===== config.mk =====
export PLATFORM = sky130hd
export DESIGN_NAME = manchester_subcarrier_encode
export DESIGN_NICKNAME = d
export VERILOG_FILES = /design/src/rtl/manchester_subcarrier_encode.sv
export SDC_FILE = /design/constraint.sdc
export NUM_CORES = 1
export LEC_CHECK = 0
export ABC_AREA = 0
export CORE_MARGIN = 4
export CORE_UTILIZATION = 55
export CTS_CLUSTER_DIAMETER = 30
export CTS_CLUSTER_SIZE = 40
export DETAILED_ROUTE_END_ITERATION = 6
export PLACE_DENSITY_LB_ADDON = 0.12
export SKIP_CTS_REPAIR_TIMING = 1
export SYNTH_ARGS = -nofsm -noshare
export SYNTH_HDL_FRONTEND = slang
export SYNTH_SLANG_ARGS = --single-unit

===== constraint.sdc =====
create_clock -name clk -period 3.54 [get_ports clk]
set_input_delay 0.885 -clock clk [delete_from_list [all_inputs] [get_ports clk]]
set_output_delay 0.885 -clock clk [all_outputs]
set_load 0.005 [all_outputs]

===== src/rtl/manchester_subcarrier_encode.sv =====
// Load-modulation encoder: frames a bit stream as SOF, Manchester data bits on a
// subcarrier, and a silent EOF period. All outputs except in_req are flops.
module manchester_subcarrier_encode #(
   parameter int unsigned BIT_CYCLES      = 128,
   parameter int unsigned SUBCARRIER_HALF = 8
) (
   input  logic clk,
   input  logic rst,
   input  logic in_data,
   input  logic in_data_valid,
   input  logic in_last_bit,
   output logic in_req,
   output logic lm_out,
   output logic encoding
);

   localparam int unsigned PW     = $clog2(BIT_CYCLES);
   localparam int unsigned SC_BIT = $clog2(SUBCARRIER_HALF);
   localparam logic [PW-1:0] P_LAST = PW'(BIT_CYCLES - 1);
   localparam logic [PW-1:0] P_HALF = PW'(BIT_CYCLES / 2);

   typedef enum logic [1:0] {StIdle, StSof, StData, StEof} state_e;

   state_e          state_q, state_d;
   logic [PW-1:0]   p_q, p_d;
   logic            bit_q, bit_d;
   logic            last_q, last_d;
   logic            lm_q, lm_d;
   logic            enc_q, enc_d;
   logic            mod_d;
   logic            period_end;

   always_comb begin
      state_d    = state_q;
      p_d        = p_q;
      bit_d      = bit_q;
      last_d     = last_q;
      in_req     = 1'b0;
      period_end = (p_q == P_LAST);
      unique case (state_q)
         StIdle: begin
            if (in_data_valid) begin
               state_d = StSof;
               p_d     = '0;
            end
         end
         StSof, StData: begin
            p_d = p_q + PW'(1);
            if (period_end) begin
               if (state_q == StData && last_q) begin
                  state_d = StEof;
               end else begin
                  // Sample edge: an underrun still acknowledges, then closes the frame.
                  in_req = 1'b1;
                  if (in_data_valid) begin
                     state_d = StData;
                     bit_d   = in_data;
                     last_d  = in_last_bit;
                  end else begin
                     state_d = StEof;
                  end
               end
            end
         end
         StEof: begin
            p_d = p_q + PW'(1);
            if (period_end) state_d = StIdle;
         end
         default: state_d = StIdle;
      endcase
   end

   // Output flops are computed from next state so modulation lines up with p_q.
   always_comb begin
      mod_d = 1'b0;
      unique case (state_d)
         StSof:   mod_d = (p_d < P_HALF);
         StData:  mod_d = bit_d ? (p_d < P_HALF) : (p_d >= P_HALF);
         default: mod_d = 1'b0;
      endcase
      lm_d  = mod_d & ~p_d[SC_BIT];
      enc_d = (state_d != StIdle);
   end

   always_ff @(posedge clk) begin
      if (rst) begin
         state_q <= StIdle;
         p_q     <= '0;
         bit_q   <= 1'b0;
         last_q  <= 1'b0;
         lm_q    <= 1'b0;
         enc_q   <= 1'b0;
      end else begin
         state_q <= state_d;
         p_q     <= p_d;
         bit_q   <= bit_d;
         last_q  <= last_d;
         lm_q    <= lm_d;
         enc_q   <= enc_d;
      end
   end

   assign lm_out   = lm_q;
   assign encoding = enc_q;

endmodule


==> flow_summary_export.csv, run 1 <==
group,metric,value,unit
timing,finalClockSkew,0.00522,ns
yosys,netlist_area,771,µm²
yosys,syn-mean-instance-area,9.07,µm²
clock_network,cts_sinks,13,
worst_setup_path,rr_endpoint,"lm_out",
worst_setup_path,reg2reg_slack,1.01,ns
power,p_leak,0.375,nW
min_path,min_path_type,"flip-flop to flip-flop",
yosys,synth.distinct_cells,30,
route,dr_wl_met2,625,µm
route,ant_nets,0,
cells_and_area,utilization,66.7,%
worst_setup_path,crit_type,"flip-flop to output port",
min_path,hold_path.startpoint,"last_q",
yosys,synth_fp_nets,97,
global_routing,grt_pass1_wl,2420,µm
route,wl_met1,717,µm
timing,rsz0062_at_grt,"false",
timing,slew_headroom,67.0,%
worst_setup_path,cp.required,2.65,ns
timing,finalCritPeriodShare,79.3,%
yosys,ys_seq_area_share,33.8,%
run,cap_violations,0,
route,dr.pass1.iters,4,
yosys,synth-edff-count,0,
timing,fmax,356,MHz
min_path,hold_path_depth,2,
cells_and_area,layout-drive-gt1-share,12.8,%
clock_network,clkTransAtPathRegs,0.08,ns
timing,worstMarginPinSlew,0.493,ns
floorplanning,num_rows,13,
worst_setup_path,arrival,1.92,ns
floorplanning,fp.dieW,45.4,µm
placement,place_congestion,0.776,
global_routing,grt-ovfl-total,0,
power,vdd_drop_max,0.251,mV
cells_and_area,fillers,115,
global_routing,grt_max_degree,14,
worst_setup_path,start_kind,"flip-flop",
yosys,synthCells,85,
yosys,yosys_warnings,0,
timing,fin_tns_setup,0,ns
route,wl_met3,47,µm
min_path,min_to,"last_q",
route,top_layer,"met4",
timing,fin_crit,2.81,ns
route,routed_via_density,5.75,
global_routing,grtUsageTotal,16.6,%
cells_and_area,area_growth,14.0,%
clock_network,numCtsBuffers,3,
power,power.density,321,nW/µm²
yosys,ys_ff_latch,13,
route,avgRoutedWirePerCell,12.9,µm
placement,hpwl,1080,µm
placement,port_buffers,7,
yosys,dominantRegCellSynth,"dfxtp_1",
clock_network,clk_latency,0.27,ns
worst_setup_path,reg2regPathDepth,11,
floorplanning,start_util,58.5,%
cells_and_area,num-nets-final,107,
floorplanning,die_area,2060,µm²
clock_network,root_buffer,"clkbuf_4",
route,drt-initial-drc-count,12,
clock_network,cts_tree,"yes",
clock_network,cts_max_level,1,
cells_and_area,diodes,0,
timing,final_max_slew_viol_count,0,
route,wirelength,1400,µm
floorplanning,die_height,45.4,µm
route,drc,0,
outcome,outcome,"completed",
yosys,async_reset_ff_share,0,%
worst_setup_path,worstSetupEndpointType,"output port",
global_routing,grt_pass1_vias,538,
worst_setup_path,cp_max_fo,6,
route,vias,627,
floorplanning,core,1320,µm²
clock_network,cts_buffer_depth,2,
worst_setup_path,r2r_start,"state_q[1]",
global_routing,grt_antenna_before_repair,0,
floorplanning,io_pins,8,
timing,hold_viol,0,
timing,setup_viol,0,
area by class of cell:
type | count | area [µm²] | share of cell area [%]
multi-input cells | 64 | 480 | 54.7
flip-flops and latches | 13 | 260 | 29.6
repair buffers | 7 | 70.1 | 7.98
clock buffers | 4 | 26.3 | 2.99
inverters | 6 | 22.5 | 2.56
well taps | 15 | 18.8 | 2.14
per-stage QoR:
stage               worst slack, ns  cells  instance area, µm²  total power, mW  hold slack, ns
global placement              0.626    105                 852            0.197           0.452
CTS                           0.723    109                 878            0.287           0.479
detailed placement            0.575    105                 852            0.197           0.468
floorplan                      1.37     85                 771            0.181           0.432
global route                  0.612    109                 878            0.300           0.506
finish                        0.732    109                 878            0.282           0.480
routing by layer:
metal / vias to the layer above / GRT usage [%]
met5: - / 0
met4: 0 / 11.7
met3: 2 / 3.56
met2: 12 / 22.6
met1: 288 / 22.8
li1: 325 / -
flip-flops by register name (all words and copies together) (netlist names):
signal	flops
lm_out	1
encoding	1
state_q	2
bit_q	1
last_q	1
p_q	7
report_power, final:
part	internal (mW)	leakage [nW]	total, mW	switching [mW]
clock network	0.0436	0.0150	0.0885	0.0449
logic	0.0189	0.255	0.0390	0.0201
registers	0.151	0.106	0.154	0.00343
total	0.213	0.375	0.282	0.0685
synthesized netlist by cell type (2+ instances only):
| library cell | instances | area share, % |
|---|---|---|
| dfxtp_1 | 13 | 34 |
| nor2_1 | 11 | 5.4 |
| ha_1 | 7 | 11 |
| a21oi_1 | 6 | 3.9 |
| inv_1 | 6 | 2.9 |
| nand2_1 | 5 | 2.4 |
| o31a_1 | 4 | 4.5 |
| and3_1 | 3 | 2.4 |
| nand4_1 | 3 | 2.4 |
| clkbuf_1 | 2 | 0.97 |
| mux2i_1 | 2 | 2.6 |
| nand4b_1 | 2 | 2.3 |
| nor2b_1 | 2 | 1.6 |
| o211ai_1 | 2 | 1.9 |
| o21ai_0 | 2 | 1.3 |
worst max-delay path by stage:
stage,start,endpoint,slack [ns],depth (start not counted)
floorplan,state_q[0],lm_out,1.37,11
global placement,in_data_valid,lm_out,0.63,9
detailed placement,in_data_valid,lm_out,0.58,9
CTS,p_q[0],in_req,0.72,4
global route,p_q[0],in_req,0.61,4
finish,p_q[0],in_req,0.73,4
cell usage in the layout, fill, tap and decap left out, drive strengths merged, types with 2 or more instances in the layout:
master	Yosys	routed
nor2b	2	2
nand4	4	4
o211ai	3	3
nand2	6	6
clkdlybuf4s50	0	7
clkbuf	2	4
nand4b	3	3
a21oi	6	6
mux2i	2	2
dfxtp	13	13
nor2	12	12
o21ai	2	2
and3	4	4
ha	7	7
inv	6	6
o31a	4	4
critical path: stages (launching register included):
cell             delay (ns)
dfxtp_1                0.41
ha_1                   0.32
and4_4                 0.28
and3_1                 0.15
clkdlybuf4s50_1        0.49
logic make-up (layout without fill, tap and decap cells):
group           Yosys count  count (layout)  share of synthesized area, %
simple gates             36              36                          30.8
compound gates           18              18                          16.4
flops                    13              13                          33.8
buf+inv                   8              17                          3.90
fa+ha+maj                 7               7                          11.4
mux                       2               2                          2.60
xor+xnor                  1               1                          1.14
Power figures use the tool's default switching activity.
==> run 2, diff against run 1 <==
--- a/config.mk
+++ b/config.mk
@@ -7,7 +7,7 @@
 export LEC_CHECK = 0
 export ABC_AREA = 0
 export CORE_MARGIN = 4
-export CORE_UTILIZATION = 55
+export CORE_UTILIZATION = 48
 export CTS_CLUSTER_DIAMETER = 30
 export CTS_CLUSTER_SIZE = 40
 export DETAILED_ROUTE_END_ITERATION = 6
==> constraint.sdc (replaced) <==
create_clock -name clk -period 2.4 [get_ports clk]
set_input_delay 0.6 -clock clk [delete_from_list [all_inputs] [get_ports clk]]
set_output_delay 0.6 -clock clk [all_outputs]
set_load 0.005 [all_outputs]
==> run 2 against run 1 <==
  * Die area up 12%
  * Highest routed layer unchanged
  * Sequential share of layout area down 2.3 points
  * Non-clock buffer count increased by 9
  * Clock power is 55% higher
  * Utilization is 1.6 points lower
  * Flip-flop and latch count unchanged
  * Routed wire length increased by 14%
==> flow_summary_export.csv, run 2 (synthesis gave the netlist of run 1 again) <==
group,metric,value,unit
outcome,outcome,"completed",
timing,rsz0062_at_grt,"false",
min_path,min_path_type,"flip-flop to flip-flop",
cells_and_area,regMostFlops,"p_q",
clock_network,root_buffer,"clkbuf_4",
worst_setup_path,r2r_start,"state_q[0]",
cells_and_area,num-nets-final,116,
placement,preCtsSetupSlack,-0.0295,ns
power,power,0.441,mW
cells_and_area,fillers,127,
floorplanning,num_rows,14,
global_routing,grtUsageTotal,16.0,%
placement,postPlaceCellArea,921,µm²
cells_and_area,area_growth,27.1,%
worst_setup_path,cp.required,1.80,ns
worst_setup_path,reg2regPathDepth,11,
global_routing,grt_antenna_before_repair,0,
timing,setup_ws,0.0803,ns
clock_network,cts_max_level,1,
worst_setup_path,critPathLaunch,"p_q[0]",
cells_and_area,diodes,0,
worst_setup_path,crit_path_end,"in_req",
route,dr.pass1.iters,6,
timing,finalClockSkew,0.00233,ns
cells_and_area,final_area,980,µm²
route,wirelength,1610,µm
power,sw_frac_of_total,25.5,%
placement,hpwl,1210,µm
route,avgRoutedWirePerCell,13.5,µm
timing,fmax,431,MHz
route,vias,675,
timing,fin_crit,2.32,ns
worst_setup_path,worstSetupEndpointType,"output port",
route,drt-initial-drc-count,11,
worst_setup_path,reg2reg_slack,0.17,ns
power,vdd_drop_max,0.291,mV
cells_and_area,final_common_cell,"nor2_1",
floorplanning,io_pins,8,
placement,port_buffers,7,
cells_and_area,largest_reg_flops,7,
placement,place_congestion,0.888,
clock_network,cts_buffer_depth,2,
timing,hold_ws,0.468,ns
clock_network,numCtsBuffers,3,
floorplanning,die_area,2310,µm²
floorplanning,start_util,51.2,%
power,clockPowerShare,31.0,%
clock_network,cts_tree,"yes",
clock_network,clkTransAtPathRegs,0.08,ns
worst_setup_path,arrival,1.72,ns
power,switching_power,0.112,mW
cells_and_area,top_regs,"p_q (7), state_q (2)",
timing,setup_viol,0,
timing,final_max_slew_viol_count,0,
floorplanning,core,1510,µm²
run,cap_violations,0,
floorplanning,fp.dieW,48.1,µm
global_routing,grt_pass1_wl,2490,µm
global_routing,grt_pass1_vias,564,
worst_setup_path,rr_endpoint,"lm_out",
route,drc,0,
timing,finalCritPeriodShare,96.7,%
cells_and_area,mostFrequentLayoutCells,"nor2_1 (11), buf_4 (9), dfxtp_1 (7), clkdlybuf4s50_1 (7)",
worst_setup_path,crit_type,"flip-flop to output port",
power,combPwrFrac,17.1,%
route,routed_via_density,5.67,
power,p_leak,0.419,nW
clock_network,clk_latency,0.28,ns
global_routing,grt_max_degree,13,
global_routing,grt-ovfl-total,0,
floorplanning,die_height,48.1,µm
timing,worstMarginPinSlew,0.292,ns
clock_network,cts_sinks,13,
power,p_int,0.329,mW
worst_setup_path,cp_max_fo,6,
power,p_seq_share,51.9,%
route,ant_nets,0,
power,power.density,450,nW/µm²
worst_setup_path,start_kind,"flip-flop",
cells_and_area,layout-drive-gt1-share,28.2,%
timing,hold_viol,0,
timing,slew_headroom,80.0,%
-- run 2: cell count changes in the layout (fill, tap and decap cells not counted) --
| cell | change |
|---|---|
| buf_4 | +9 |
| dfxtp_1 | -6 |
| dfxtp_2 | +6 |
| ha_1 | -2 |
| ha_4 | +2 |
-- run 2: final cells by class --
cell class	count	area, µm²	area share [%]
clock buffers	4	26.3	2.68
inverters	6	22.5	2.30
multi-input cells	64	505	51.6
flip-flops and latches	13	268	27.3
well taps	16	20.0	2.04
repair buffers	16	138	14.0
-- run 2: worst max-delay path: stages (launching register included) --
cell and delay, ns:
dfxtp_2 0.39, ha_4 0.18, and4_4 0.24, and3_1 0.14, clkdlybuf4s50_1 0.49
-- run 2: worst min-delay path by stage --
stage               startpoint      to  slack [ns]  cells past startpoint
global route            last_q  last_q        0.51                      2
floorplan               last_q  last_q        0.43                      2
global placement        last_q  last_q        0.45                      2
finish                  last_q  last_q        0.47                      2
detailed placement      last_q  last_q        0.46                      2
CTS                     last_q  last_q        0.47                      2
-- run 2: through the flow --
stage	util (%)	TNS (ns)	cells
6_report	65.0	0	119
5_1_grt	65.0	0	119
4_1_cts	62.9	-0.104	119
3_5_place_dp	61.1	-0.0295	115
3_3_place_gp	61.1	-0.0184	115
2_1_floorplan	-	0	85
-- run 2: layer usage --
| metal | track usage (%) | share of wire [%] | vias up | routed length, µm |
|---|---|---|---|---|
| li1 | - | - | 344 | - |
| met1 | 22.3 | 48 | 313 | 765 |
| met2 | 23.0 | 47 | 14 | 751 |
| met3 | 4.51 | 4.4 | 4 | 71 |
| met4 | 6.45 | 1.1 | 0 | 17 |
| met5 | 0 | 0 | - | 0 |
-- run 2: power by group through the flow --
stage / logic [mW] / registers, mW / clock network (mW)
2_1_floorplan: 0.0355 / 0.232 / 0
3_3_place_gp: 0.0693 / 0.232 / 0
3_5_place_dp: 0.0705 / 0.232 / 0
4_1_cts: 0.0710 / 0.227 / 0.138
5_1_grt: 0.0851 / 0.230 / 0.150
6_report: 0.0754 / 0.229 / 0.137
